===== src/rtl/weight_loader.sv =====
`default_nettype none
// ============================================================================
//  Module      : weight_loader
//  Description : Byte-serial weight programmer. Parses HEADER/ADDR/LEN/DATA/CHK
//                frames, stages the payload with a per-byte write mask, checks
//                an XOR checksum and commits all staged bytes to the active
//                weight bank in a single edge while the network is idle.
//  Revision    : 1.0 - initial release
// ============================================================================
module weight_loader #(
  parameter int                       NUM_WEIGHTS  = 10,
  parameter logic [8*NUM_WEIGHTS-1:0] INIT_WEIGHTS = '0,
  parameter logic [7:0]               HEADER       = 8'hA5,
  parameter int                       TIMEOUT      = 255
) (
  input  logic                     clk_i,
  input  logic                     rst_i,
  input  logic [7:0]               data_i,
  input  logic                     strobe_i,
  input  logic                     net_busy_i,
  output logic [8*NUM_WEIGHTS-1:0] weights_o,
  output logic                     busy_o,
  output logic                     done_o,
  output logic                     err_o
);

  // Idle counter must be able to hold the value TIMEOUT itself.
  localparam int             TMO_W     = $clog2(TIMEOUT + 1);
  localparam logic [TMO_W:0] TMO_LIMIT = (TMO_W + 1)'(TIMEOUT);
  // Bank size in the 9-bit domain used for the ADDR+LEN range check.
  localparam logic [8:0]     BANK_SIZE = 9'(NUM_WEIGHTS);

  localparam logic [2:0] S_IDLE   = 3'd0;
  localparam logic [2:0] S_ADDR   = 3'd1;
  localparam logic [2:0] S_LEN    = 3'd2;
  localparam logic [2:0] S_DATA   = 3'd3;
  localparam logic [2:0] S_CHK    = 3'd4;
  localparam logic [2:0] S_COMMIT = 3'd5;

  logic [2:0]       state;
  logic [2:0]       state_nxt;

  logic [7:0]       addr;
  logic [7:0]       len;
  logic [7:0]       cnt;
  logic [7:0]       chk_acc;
  logic [TMO_W-1:0] idle_cnt;

  // Frame-level decodes.
  logic             in_frame;
  logic             len_bad;
  logic             last_byte;
  logic             chk_ok;
  logic             timed_out;
  logic [TMO_W:0]   idle_inc;
  logic [8:0]       wr_idx;

  // Events produced by the output decode.
  logic             data_we;
  logic             commit_go;
  logic             reject;
  logic             mask_clr;

  logic             done_q;
  logic             err_q;
  logic             busy_q;

  // ------------------------------------------------------------------------
  // Frame decodes shared by the FSM and the datapath
  // ------------------------------------------------------------------------
  assign in_frame  = (state == S_ADDR) || (state == S_LEN) ||
                     (state == S_DATA) || (state == S_CHK);
  // LEN of zero or a run past the end of the bank; 9 bits so ADDR+LEN never wraps.
  assign len_bad   = (data_i == 8'd0) ||
                     (({1'b0, addr} + {1'b0, data_i}) > BANK_SIZE);
  assign last_byte = (cnt == (len - 8'd1));
  assign chk_ok    = (data_i == chk_acc);
  assign idle_inc  = {1'b0, idle_cnt} + {{TMO_W{1'b0}}, 1'b1};
  // The idle cycle that brings the count up to TIMEOUT aborts the frame.
  assign timed_out = in_frame && !strobe_i && (idle_inc >= TMO_LIMIT);
  assign wr_idx    = {1'b0, addr} + {1'b0, cnt};

  // ------------------------------------------------------------------------
  // FSM: state register
  // ------------------------------------------------------------------------
  // Hold the current frame-parsing state.
  always_ff @(posedge clk_i or posedge rst_i) begin
    if (rst_i) begin
      state <= S_IDLE;
    end else begin
      state <= state_nxt;
    end
  end

  // ------------------------------------------------------------------------
  // FSM: next-state logic
  // ------------------------------------------------------------------------
  // Advance one field per strobed byte; a timeout always returns to IDLE.
  always_comb begin
    state_nxt = state;
    case (state)
      S_IDLE: begin
        if (strobe_i && (data_i == HEADER)) begin
          state_nxt = S_ADDR;
        end
      end
      S_ADDR: begin
        if (strobe_i) begin
          state_nxt = S_LEN;
        end
      end
      S_LEN: begin
        if (strobe_i) begin
          state_nxt = len_bad ? S_IDLE : S_DATA;
        end
      end
      S_DATA: begin
        if (strobe_i && last_byte) begin
          state_nxt = S_CHK;
        end
      end
      S_CHK: begin
        if (strobe_i) begin
          state_nxt = chk_ok ? S_COMMIT : S_IDLE;
        end
      end
      S_COMMIT: begin
        // Bytes arriving here are dropped; the host is expected to watch busy_o.
        if (!net_busy_i) begin
          state_nxt = S_IDLE;
        end
      end
      default: begin
        state_nxt = S_IDLE;
      end
    endcase
    if (timed_out) begin
      state_nxt = S_IDLE;
    end
  end

  // ------------------------------------------------------------------------
  // FSM: output decode
  // ------------------------------------------------------------------------
  // Derive staging writes, commit and reject events from state and input byte.
  always_comb begin
    data_we   = 1'b0;
    commit_go = 1'b0;
    reject    = 1'b0;
    case (state)
      S_LEN: begin
        reject = strobe_i && len_bad;
      end
      S_DATA: begin
        data_we = strobe_i;
      end
      S_CHK: begin
        reject = strobe_i && !chk_ok;
      end
      S_COMMIT: begin
        commit_go = !net_busy_i;
      end
      default: begin
        data_we = 1'b0;
      end
    endcase
    if (timed_out) begin
      reject = 1'b1;
    end
    mask_clr = commit_go || reject;
  end

  // ------------------------------------------------------------------------
  // Status outputs
  // ------------------------------------------------------------------------
  // Register the one-cycle pulses and the busy flag so the outputs are glitch-free.
  always_ff @(posedge clk_i or posedge rst_i) begin
    if (rst_i) begin
      done_q <= 1'b0;
      err_q  <= 1'b0;
      busy_q <= 1'b0;
    end else begin
      done_q <= commit_go;
      err_q  <= reject;
      busy_q <= (state_nxt != S_IDLE);
    end
  end

  assign done_o = done_q;
  assign err_o  = err_q;
  assign busy_o = busy_q;

  // ------------------------------------------------------------------------
  // Frame field capture, checksum accumulation and idle timer
  // ------------------------------------------------------------------------
  // Latch ADDR/LEN, step the data index and fold every field into the checksum.
  always_ff @(posedge clk_i or posedge rst_i) begin
    if (rst_i) begin
      addr    <= 8'd0;
      len     <= 8'd0;
      cnt     <= 8'd0;
      chk_acc <= 8'd0;
    end else if (strobe_i) begin
      case (state)
        S_ADDR: begin
          addr    <= data_i;
          chk_acc <= data_i;
        end
        S_LEN: begin
          len     <= data_i;
          cnt     <= 8'd0;
          chk_acc <= chk_acc ^ data_i;
        end
        S_DATA: begin
          cnt     <= cnt + 8'd1;
          chk_acc <= chk_acc ^ data_i;
        end
        default: begin
          chk_acc <= chk_acc;
        end
      endcase
    end
  end

  // Count consecutive byte-less cycles inside a frame; saturate at TIMEOUT.
  always_ff @(posedge clk_i or posedge rst_i) begin
    if (rst_i) begin
      idle_cnt <= '0;
    end else if (!in_frame || strobe_i) begin
      idle_cnt <= '0;
    end else if (idle_inc <= TMO_LIMIT) begin
      idle_cnt <= idle_inc[TMO_W-1:0];
    end
  end

  // ------------------------------------------------------------------------
  // Per-slot staging byte, write-mask bit and active bank byte
  // ------------------------------------------------------------------------
  for (genvar i = 0; i < NUM_WEIGHTS; i++) begin : g_slot
    logic       hit;
    logic [7:0] stage_q;
    logic       mask_q;
    logic [7:0] bank_q;

    assign hit = data_we && (wr_idx == 9'(i));

    // Stage the payload byte for this slot and remember that it was written.
    always_ff @(posedge clk_i or posedge rst_i) begin
      if (rst_i) begin
        stage_q <= 8'd0;
        mask_q  <= 1'b0;
      end else begin
        if (hit) begin
          stage_q <= data_i;
        end
        if (mask_clr) begin
          mask_q <= 1'b0;
        end else if (hit) begin
          mask_q <= 1'b1;
        end
      end
    end

    // Active bank byte: all masked slots update together on the commit edge.
    always_ff @(posedge clk_i or posedge rst_i) begin
      if (rst_i) begin
        bank_q <= INIT_WEIGHTS[8*i +: 8];
      end else if (commit_go && mask_q) begin
        bank_q <= stage_q;
      end
    end

    assign weights_o[8*i +: 8] = bank_q;
  end

endmodule
`default_nettype wire


===== config.mk =====
export PLATFORM = sky130hd
export DESIGN_NAME = weight_loader
export DESIGN_NICKNAME = d
export VERILOG_FILES = /design/src/rtl/weight_loader.sv
export SDC_FILE = /design/constraint.sdc
export NUM_CORES = 1
export LEC_CHECK = 0
export ABC_AREA = 1
export CORE_MARGIN = 2
export CORE_UTILIZATION = 41
export DETAILED_ROUTE_END_ITERATION = 8
export HOLD_SLACK_MARGIN = 0.15
export SETUP_SLACK_MARGIN = 0.4
export SLEW_MARGIN = 5
export SYNTH_ARGS = -nofsm -noshare
export SYNTH_HDL_FRONTEND = slang
export SYNTH_SLANG_ARGS = --single-unit

===== constraint.sdc =====
create_clock -name clk_i -period 13.7 [get_ports clk_i]
set_clock_uncertainty 0.1 [all_clocks]
set_input_delay 2.74 -clock clk_i [delete_from_list [all_inputs] [get_ports clk_i]]
set_output_delay 2.74 -clock clk_i [all_outputs]
set_load 0.1 [all_outputs]

Word-level counts from Yosys, hierarchy flattened
Index checks and enable logic that the tools add are counted.
- input bits: 12
- logic and storage cells: 161
- flip-flop bits (word level): 216
- output and inout port bits: 83
- bitwise operators: 1
- add/subtract/negate cells: 5
- $lt $le $gt $ge: 3
- reductions and logical operators: 58
- equal/unequal tests: 17
- mux-type cells: 38
- operators by type and width (operator ; number):
    equality test 9 x 3 -> 1 bit, second input constant ; 4
    case mux 8 bit (2 select lines) ; 2
    logical AND 1 bit ; 26
    nonzero test 2 bit ; 13
    two-way mux 3 bit ; 8
    two-way mux 1 bit ; 23
    adder 8 x 8 -> 9 bit ; 2
    equality test 9 x 2 -> 1 bit, second input constant ; 2
    equality test 9 x 4 -> 1 bit, second input constant ; 2
    case mux 3 bit (6 select lines) ; 1
    equality test 8 bit ; 2
    two-way mux 8 bit ; 2
    adder 8 x 1 -> 9 bit, second input constant ; 1
    equality test 9 x 1 -> 1 bit, second input constant ; 1
    greater-or-equal comparator 9 x 8 -> 1 bit, second input constant ; 1
    greater-than comparator 9 x 4 -> 1 bit, second input constant ; 1
    <= comparator 9 x 8 -> 1 bit, second input constant ; 1
    logical NOT 9 bit ; 1
    adder 8 x 1 -> 8 bit, second input constant ; 1
    equality test 8 bit, second input constant ; 1
    logical NOT 8 bit ; 1
    AND reduction 2 bit ; 4
    subtractor 8 x 1 -> 8 bit, second input constant ; 1
    XOR 8 bit ; 1
    other kinds (10) ; 20

Logic depth before layout (Yosys ltp)
Gate-level depths: netlist of the first run.
- word-level depth: 9
- mapped depth: 16

Worst setup path before layout of the first run
Ideal clock, no wire load.
- kind: input to register
- from: input port data_i[1]
- to: register g_slot[0].mask_q
- path slack: 8.976 ns
- stages: 12
- library setup time: 0.074 ns
- required time: 13.526 ns
- path buffers: 1
- arrival: 4.549 ns
- path through: buf_4 clkinv_1 fa_1 nor3_1 nor2_1 o21ai_0 nand3_1 o21bai_1 nand2_1 nand2_1 nand3_2 nor2_1
- cells in the longest elaborated chain, start to end: 8
- elaborated cells on any way between the ends: 13
- classes of those cells: add/sub: 1; order compare: 1; eq/ne: 1; mux: 3; reduce/logical: 7
- RTL lines (what ; line ; RTL):
    start: declaration ; 18 ; input logic [7:0] data_i,
    adder 8 x 8 -> 9 bit ; 75 ; (({1'b0, addr} + {1'b0, data_i}) > BANK_SIZE);
    greater-than comparator 9 x 4 -> 1 bit ; 75 ;
    logical OR 1 bit ; 74 ; assign len_bad = (data_i == 8'd0) ||
    logical AND 1 bit ; 152 ; reject = strobe_i && len_bad;
    case mux 1 bit (2 select lines) (*) ; 150 ; case (state)
    two-way mux 1 bit (*) ; 167 ; if (timed_out) begin
    logical OR 1 bit (*) ; 170 ; mask_clr = commit_go || reject;
    two-way mux 1 bit / nonzero test 2 bit (equally long branches) ; - ;
    end signal: assignment ; 251 ; mask_q <= 1'b0;
    end signal: assignment ; 257 ; mask_q <= 1'b0;
    end signal: assignment ; 259 ; mask_q <= 1'b1;
    end: declaration ; 242 ; logic mask_q;
Mark *: on every way between the ends. The rest lies on a longest branch, timed or not.
A chain may end at the register's enable or synchronous reset.

Final worst setup path of the first run
- from: input port data_i[1]
- to: register g_slot[5].mask_q
- cells in the longest elaborated chain, start to end: 8
- elaborated cells on any way between the ends: 13
- classes of those cells: add/sub: 1; order compare: 1; eq/ne: 1; mux: 3; reduce/logical: 7
- RTL lines (what ; line):
    adder 8 x 8 -> 9 bit ; 75
    greater-than comparator 9 x 4 -> 1 bit ; 75
    logical OR 1 bit ; 74
    logical AND 1 bit ; 152
    case mux 1 bit (2 select lines) (*) ; 150
    two-way mux 1 bit (*) ; 167
    logical OR 1 bit (*) ; 170
    two-way mux 1 bit / nonzero test 2 bit (equally long branches) ; -
    end signal: assignment ; 251
    end signal: assignment ; 257
    end signal: assignment ; 259
    end: declaration ; 242
Marks and branches as above.

==> results of run 1 <==
-- per-layer routing --
layer | track usage [%] | up-vias
met5 | 0 | -
met4 | 4.464 | 0
met3 | 2.454 | 33
met2 | 29.87 | 149
met1 | 25.66 | 3420
li1 | - | 3550
-- cell type report --
class,count,area [µm²]
clock buffers,36,706.9
fillers,2292,12170
repair buffers,102,1001
multi-input cells,691,4131
clock inverters,7,68.82
inverters,94,361.6
flip-flops and latches,216,5405
well taps,324,405.4
-- through the flow --
stage / cell area (µm²) / worst slack [ns] / std cells / power [mW]
6_report: 12080 / 8.256 / 1470 / 1.804
5_1_grt: 12080 / 7.820 / 1470 / 1.917
4_1_cts: 12080 / 8.236 / 1470 / 1.821
3_5_place_dp: 11300 / 7.708 / 1427 / 1.186
3_3_place_gp: 11300 / 7.826 / 1427 / 1.179
2_1_floorplan: 10090 / 4.952 / 1027 / 1.109
-- cell usage in the layout (no fill, tap or decap), drive strengths merged, types with 2 or more instances in the layout --
cell           count
a21oi             18
buf                8
clkbuf            36
clkdlybuf4s50     94
clkinv             8
clkinvlp           2
dfrtp            216
fa                 2
ha                20
inv               90
mux2              80
nand2            265
nand3             73
nand3b             2
nand4              9
nor2              83
nor3               9
nor4               2
o21ai             84
or2                3
xnor2              8
xor2              24
-- kinds of logic (layout without fill, tap and decap cells) --
group                    after synthesis  count (layout)
adder cells (fa/ha/maj)               22              22
XOR/XNOR                              33              33
AO/OA/AOI/OAI                        108             108
AND/OR/NAND/NOR                      448             448
multiplexers                          80              80
flip-flops                           216             216
buffers and inverters                120             239
-- where the power goes --
| group | total (mW) | internal [mW] | switching, mW | leakage [nW] |
|---|---|---|---|---|
| Clock | 0.627 | 0.375 | 0.252 | 0.376 |
| Sequential | 0.733 | 0.687 | 0.0463 | 2.98 |
| Combinational | 0.443 | 0.147 | 0.296 | 2.61 |
-- flip-flops by register name, summed over array words and instances, names as in the netlist --
signal and count:
chk_acc 8, busy_o 1, state 3, g_slot.bank_q 80, g_slot.mask_q 10, addr 8, len 8, g_slot.stage_q 80
idle_cnt 8, err_o 1, cnt 8, done_o 1
-- worst min-delay path by stage --
stage | startpoint | end | cells past startpoint
floorplan | g_slot[1].stage_q[0] | g_slot[1].stage_q[0] | 2
global placement | g_slot[5].stage_q[6] | g_slot[5].stage_q[6] | 2
detailed placement | g_slot[5].stage_q[4] | g_slot[5].stage_q[4] | 2
CTS | g_slot[5].stage_q[4] | g_slot[5].stage_q[4] | 2
global route | g_slot[5].stage_q[1] | g_slot[5].stage_q[1] | 2
finish | g_slot[5].stage_q[6] | g_slot[5].stage_q[6] | 2
-- worst max-delay path, delay by kind of cell --
kind	cells	cell delay, ns
compound gates	2	0.21
fa+ha+maj	1	0.57
buf+inv	3	1.25
simple gates	10	1.01
==> reports/metrics.cfg, run 1 <==
[logic_synthesis]
yosys-top-cells-area = dfrtp_1 54%, nand2_1 9.3%, mux2_2 8.9%
netlist_area_um2 = 10090
synthFlopType = dfrtp_1
synthDistinctLibCells = 44
synth_top_family_by_area = simple AND/OR/NAND/NOR gates
syn_inst = 1027
avgSynthCellArea_um2 = 9.827
ys_seq_area_share_pct = 53.56
yosysTopAreaCellShare_pct = 53.56
yosys.cell_count.top_type = nand2_1
synth_fp_nets = 1061
synthMuxAreaShare_pct = 8.926
yosysTopAreaCell = dfrtp_1
synth-compound-area-share_pct = 6.149
synth_edf_count = 0
yosysWarnings = 0
synth_xor_area_share_pct = 3.000
ys_seq_elements = 216
synth-adder-area-share_pct = 2.876
yosys-top-cells-count = 250 x nand2_1, 216 x dfrtp_1, 84 x inv_1
synth-simple-area-share_pct = 19.99
synthArstFlopShare_pct = 100.0

[detailed_routing]
wirelength_mm = 22.76
via_count = 7152
drt_iter0_markers = 425
met1Wirelength_mm = 10.40
wire_per_inst_um = 15.48
dr.pass1.iters = 4
viasPerCell = 4.865
route.met3.wl_mm = 1.333
met2_length_mm = 10.62
dr.max_layer_used = met4
antenna_left = 0
drc = 0

[floorplanning]
die_x_um = 160.9
die_area_um2 = 25890
io_pins = 95
start_util_pct = 41.62
die_h_um = 160.9
core_area_um2 = 24250
rows = 57

[timing]
timing.final.crit_share_pct = 39.74
hold_viol = 0
max_freq_mhz = 183.7
worst_pin_slew_ns = 0.9767
min_period_ns = 5.444
final.setup.tns_ns = 0
setup_viol = 0
rsz0062_at_grt = false
holdWs_ns = 0.3663
slew_violations = 0
max-slew-margin-rel_pct = 34.68

[worst_setup_path]
cp-startpoint = data_i[1]
crit_type = input port to flip-flop
max_stage_delay_ns = 0.73
cp_max_fo = 10
r2r_slack_ns = 10.42
r2r_cells = 11
r2r_end = g_slot[9].stage_q[6]
cp.arrival_ns = 5.77
worstSetupEndpointType = flip-flop
critPathCapture = g_slot[5].mask_q
path_common_cell = nand2_1
cp_slowest_cell = clkdlybuf4s50_1
regToRegStartpoint = cnt[0]
startpoint_type = input port
required_ns = 14.03
cp_cell_sequence = clkdlybuf4s50_1 > clkinv_1 > fa_1 > inv_1 > nand2_1 > nand2_1 > o21ai_0 > nand3_1 > nand2_1 > nor2_1 > nand3_1 > o21bai_1 > nand2_1 > nand2_1 > nand3_2 > nor2_1

[cts]
tritoncts = done
clock_sinks = 216
htreeDepth = 1
clk_path_buf_depth = 3
cts_buffers = 25
holdBufCountCts = 0
clk_pin_slew_ns = 0.06
cts_resized = 0
cts_setup_buffers = 0
clk_latency_ns = 0.51
cts-root-buf = clkbuf_16

[final_layout]
final_util_pct = 49.82
drive_above_1_share_pct = 15.97
nets = 1164
syn_to_final_growth_pct = 19.70
diodes = 0

[global_routing]
grt_pass1_vias = 7135
antenna_found_initial = 0
grt-ovfl-total = 0
grt_pass1_wl_mm = 37.92
grt_max_degree = 89
grt_usage_pct = 18.18

[power_and_ir_drop]
p_leak_nw = 5.968
powerDensity_nw_per_um2 = 149.3
ir_drop_mv = 0.1130

[place]
port_buffers = 94
hpwl_mm = 15.62
place_congestion = 0.8670

[status]
status = finished clean

[hold_path]
min_path_type = flip-flop to flip-flop

[job]
drv_cap = 0

(Power assumes the default switching activity.)
==> run 2, diff against run 1 <==
- clock period: 13.7 -> 5.5 ns (I/O delays scaled with it)
==> reports/metrics.cfg, run 2 (same netlist as run 1, synthesis figures left out) <==
[global_routing]
grt_pass1_wl_mm = 38.11
grt-ovfl-total = 0
grt_usage_pct = 18.36
grt_pass1_vias = 7158
grt_max_degree = 133
antenna_found_initial = 0

[cts]
clk_latency_ns = 0.52
cts-root-buf = clkbuf_16
holdBufCountCts = 0
clk_pin_slew_ns = 0.06
clk_path_buf_depth = 3
cts_setup_buffers = 0
tritoncts = done
clock_sinks = 216
htreeDepth = 1
cts_resized = 0
cts_buffers = 23

[place]
hpwl_mm = 15.76
port_buffers = 94
place_congestion = 0.8978

[timing]
worst_pin_slew_ns = 1.001
final.setup.tns_ns = 0
max-slew-margin-rel_pct = 33.04
setup_viol = 0
slew_violations = 0
rsz0062_at_grt = false
hold_viol = 0
timing.final.crit_share_pct = 67.46
min_period_ns = 3.710
max_freq_mhz = 269.5

[worst_setup_path]
r2r_slack_ns = 1.79
max_stage_delay_ns = 0.86
worstSetupEndpointType = flip-flop
cp.arrival_ns = 4.01
path_common_cell = nand2_1
crit_type = flip-flop to flip-flop
r2r_cells = 10
cp_max_fo = 25
cp-startpoint = cnt[0]
required_ns = 5.80
r2r_end = g_slot[2].stage_q[0]
critPathCapture = g_slot[2].stage_q[0]
cp_slowest_cell = and2_1
startpoint_type = flip-flop
cp_cell_sequence = ha_1 > fa_1 > nand3_1 > nand3_2 > xor2_1 > nor2_2 > and2_1 > nand2_2 > nand2_1 > nand2_1
regToRegStartpoint = cnt[0]

[status]
status = finished clean

[final_layout]
syn_to_final_growth_pct = 19.75
diodes = 0
drive_above_1_share_pct = 16.06
layout_commonest_cell = nand2_1
final_cell_mix = 250 x nand2_1, 216 x dfrtp_1, 94 x clkdlybuf4s50_1, 83 x inv_1, 80 x mux2_2
nets = 1163
top_regs = g_slot.bank_q x80, g_slot.stage_q x80, g_slot.mask_q x10

[floorplanning]
die_area_um2 = 25890
rows = 57
start_util_pct = 41.62
io_pins = 95
die_x_um = 160.9
core_area_um2 = 24250
die_h_um = 160.9

[detailed_routing]
via_count = 7166
drc = 0
viasPerCell = 4.875
drt_iter0_markers = 392
wirelength_mm = 22.74
wire_per_inst_um = 15.47
dr.pass1.iters = 5
antenna_left = 0

[power_and_ir_drop]
p_leak_nw = 5.976
power.total_mw = 4.478
powerDensity_nw_per_um2 = 370.5
ir_drop_mv = 0.2642

[hold_path]
min_path_type = flip-flop to flip-flop
min_path_cells = 2

[job]
drv_cap = 0

run 2: cell types whose count changed in the layout (fill, tap and decap cells not counted), sizes merged:
cell      before  now
clkinvlp       2    1
buf            8    9
inv           90   89
clkinv         8    9
run 2: worst max-delay path: cells and delay by family, from the launching register on:
| family | cells | cell delay (ns) |
|---|---|---|
| flip-flops | 1 | 0.48 |
| adder cells (fa/ha/maj) | 2 | 0.67 |
| AND/OR/NAND/NOR | 7 | 2.18 |
| XOR/XNOR | 1 | 0.16 |
run 2: metal layers:
layer | vias up | global-route usage [%] | part of all wire, %
li1 | 3564 | - | -
met3 | 30 | 2.557 | 3.5
met4 | 0 | 4.343 | 1.9
met1 | 3433 | 25.70 | 47
met5 | - | 0 | 0
met2 | 139 | 30.43 | 47
run 2: per-stage QoR:
| stage | worst slack, ns | instance area [µm²] | hold slack [ns] | cells | util [%] |
|---|---|---|---|---|---|
| final | 1.790 | 12090 | 0.3660 | 1470 | 49.84 |
| after global routing | 1.485 | 12090 | 0.3990 | 1470 | 49.84 |
| after CTS | 1.758 | 12090 | 0.3740 | 1470 | 49.84 |
| after detailed placement | 1.393 | 11320 | 0.3589 | 1428 | 46.69 |
| after global placement | 1.454 | 11320 | 0.3508 | 1428 | 46.69 |
| after floorplan | 1.488 | 10100 | 0.3380 | 1027 | - |
run 2: worst min path at each step:
stage          slack (ns)                  from                    to
6_report             0.37  g_slot[1].stage_q[0]  g_slot[1].stage_q[0]
5_1_grt              0.40  g_slot[5].stage_q[4]  g_slot[5].stage_q[4]
4_1_cts              0.37  g_slot[1].stage_q[0]  g_slot[1].stage_q[0]
3_5_place_dp         0.36  g_slot[1].stage_q[0]  g_slot[1].stage_q[0]
3_3_place_gp         0.35  g_slot[5].stage_q[0]  g_slot[5].stage_q[0]
2_1_floorplan        0.34  g_slot[1].stage_q[0]  g_slot[1].stage_q[0]
run 2: where the power goes:
part | internal (mW) | switching [mW]
clock network | 0.919 | 0.619
logic | 0.371 | 0.740
registers | 1.71 | 0.117
total | 3.00 | 1.48
run 2: cell type report:
type | instances | area, µm²
timing repair buffer | 103 | 1021
inverter | 94 | 357.8
fill | 2256 | 12160
clock buffer | 36 | 694.4
sequential | 216 | 5405
clock inverter | 6 | 70.07
tap | 324 | 405.4
multi-input combinational | 691 | 4131
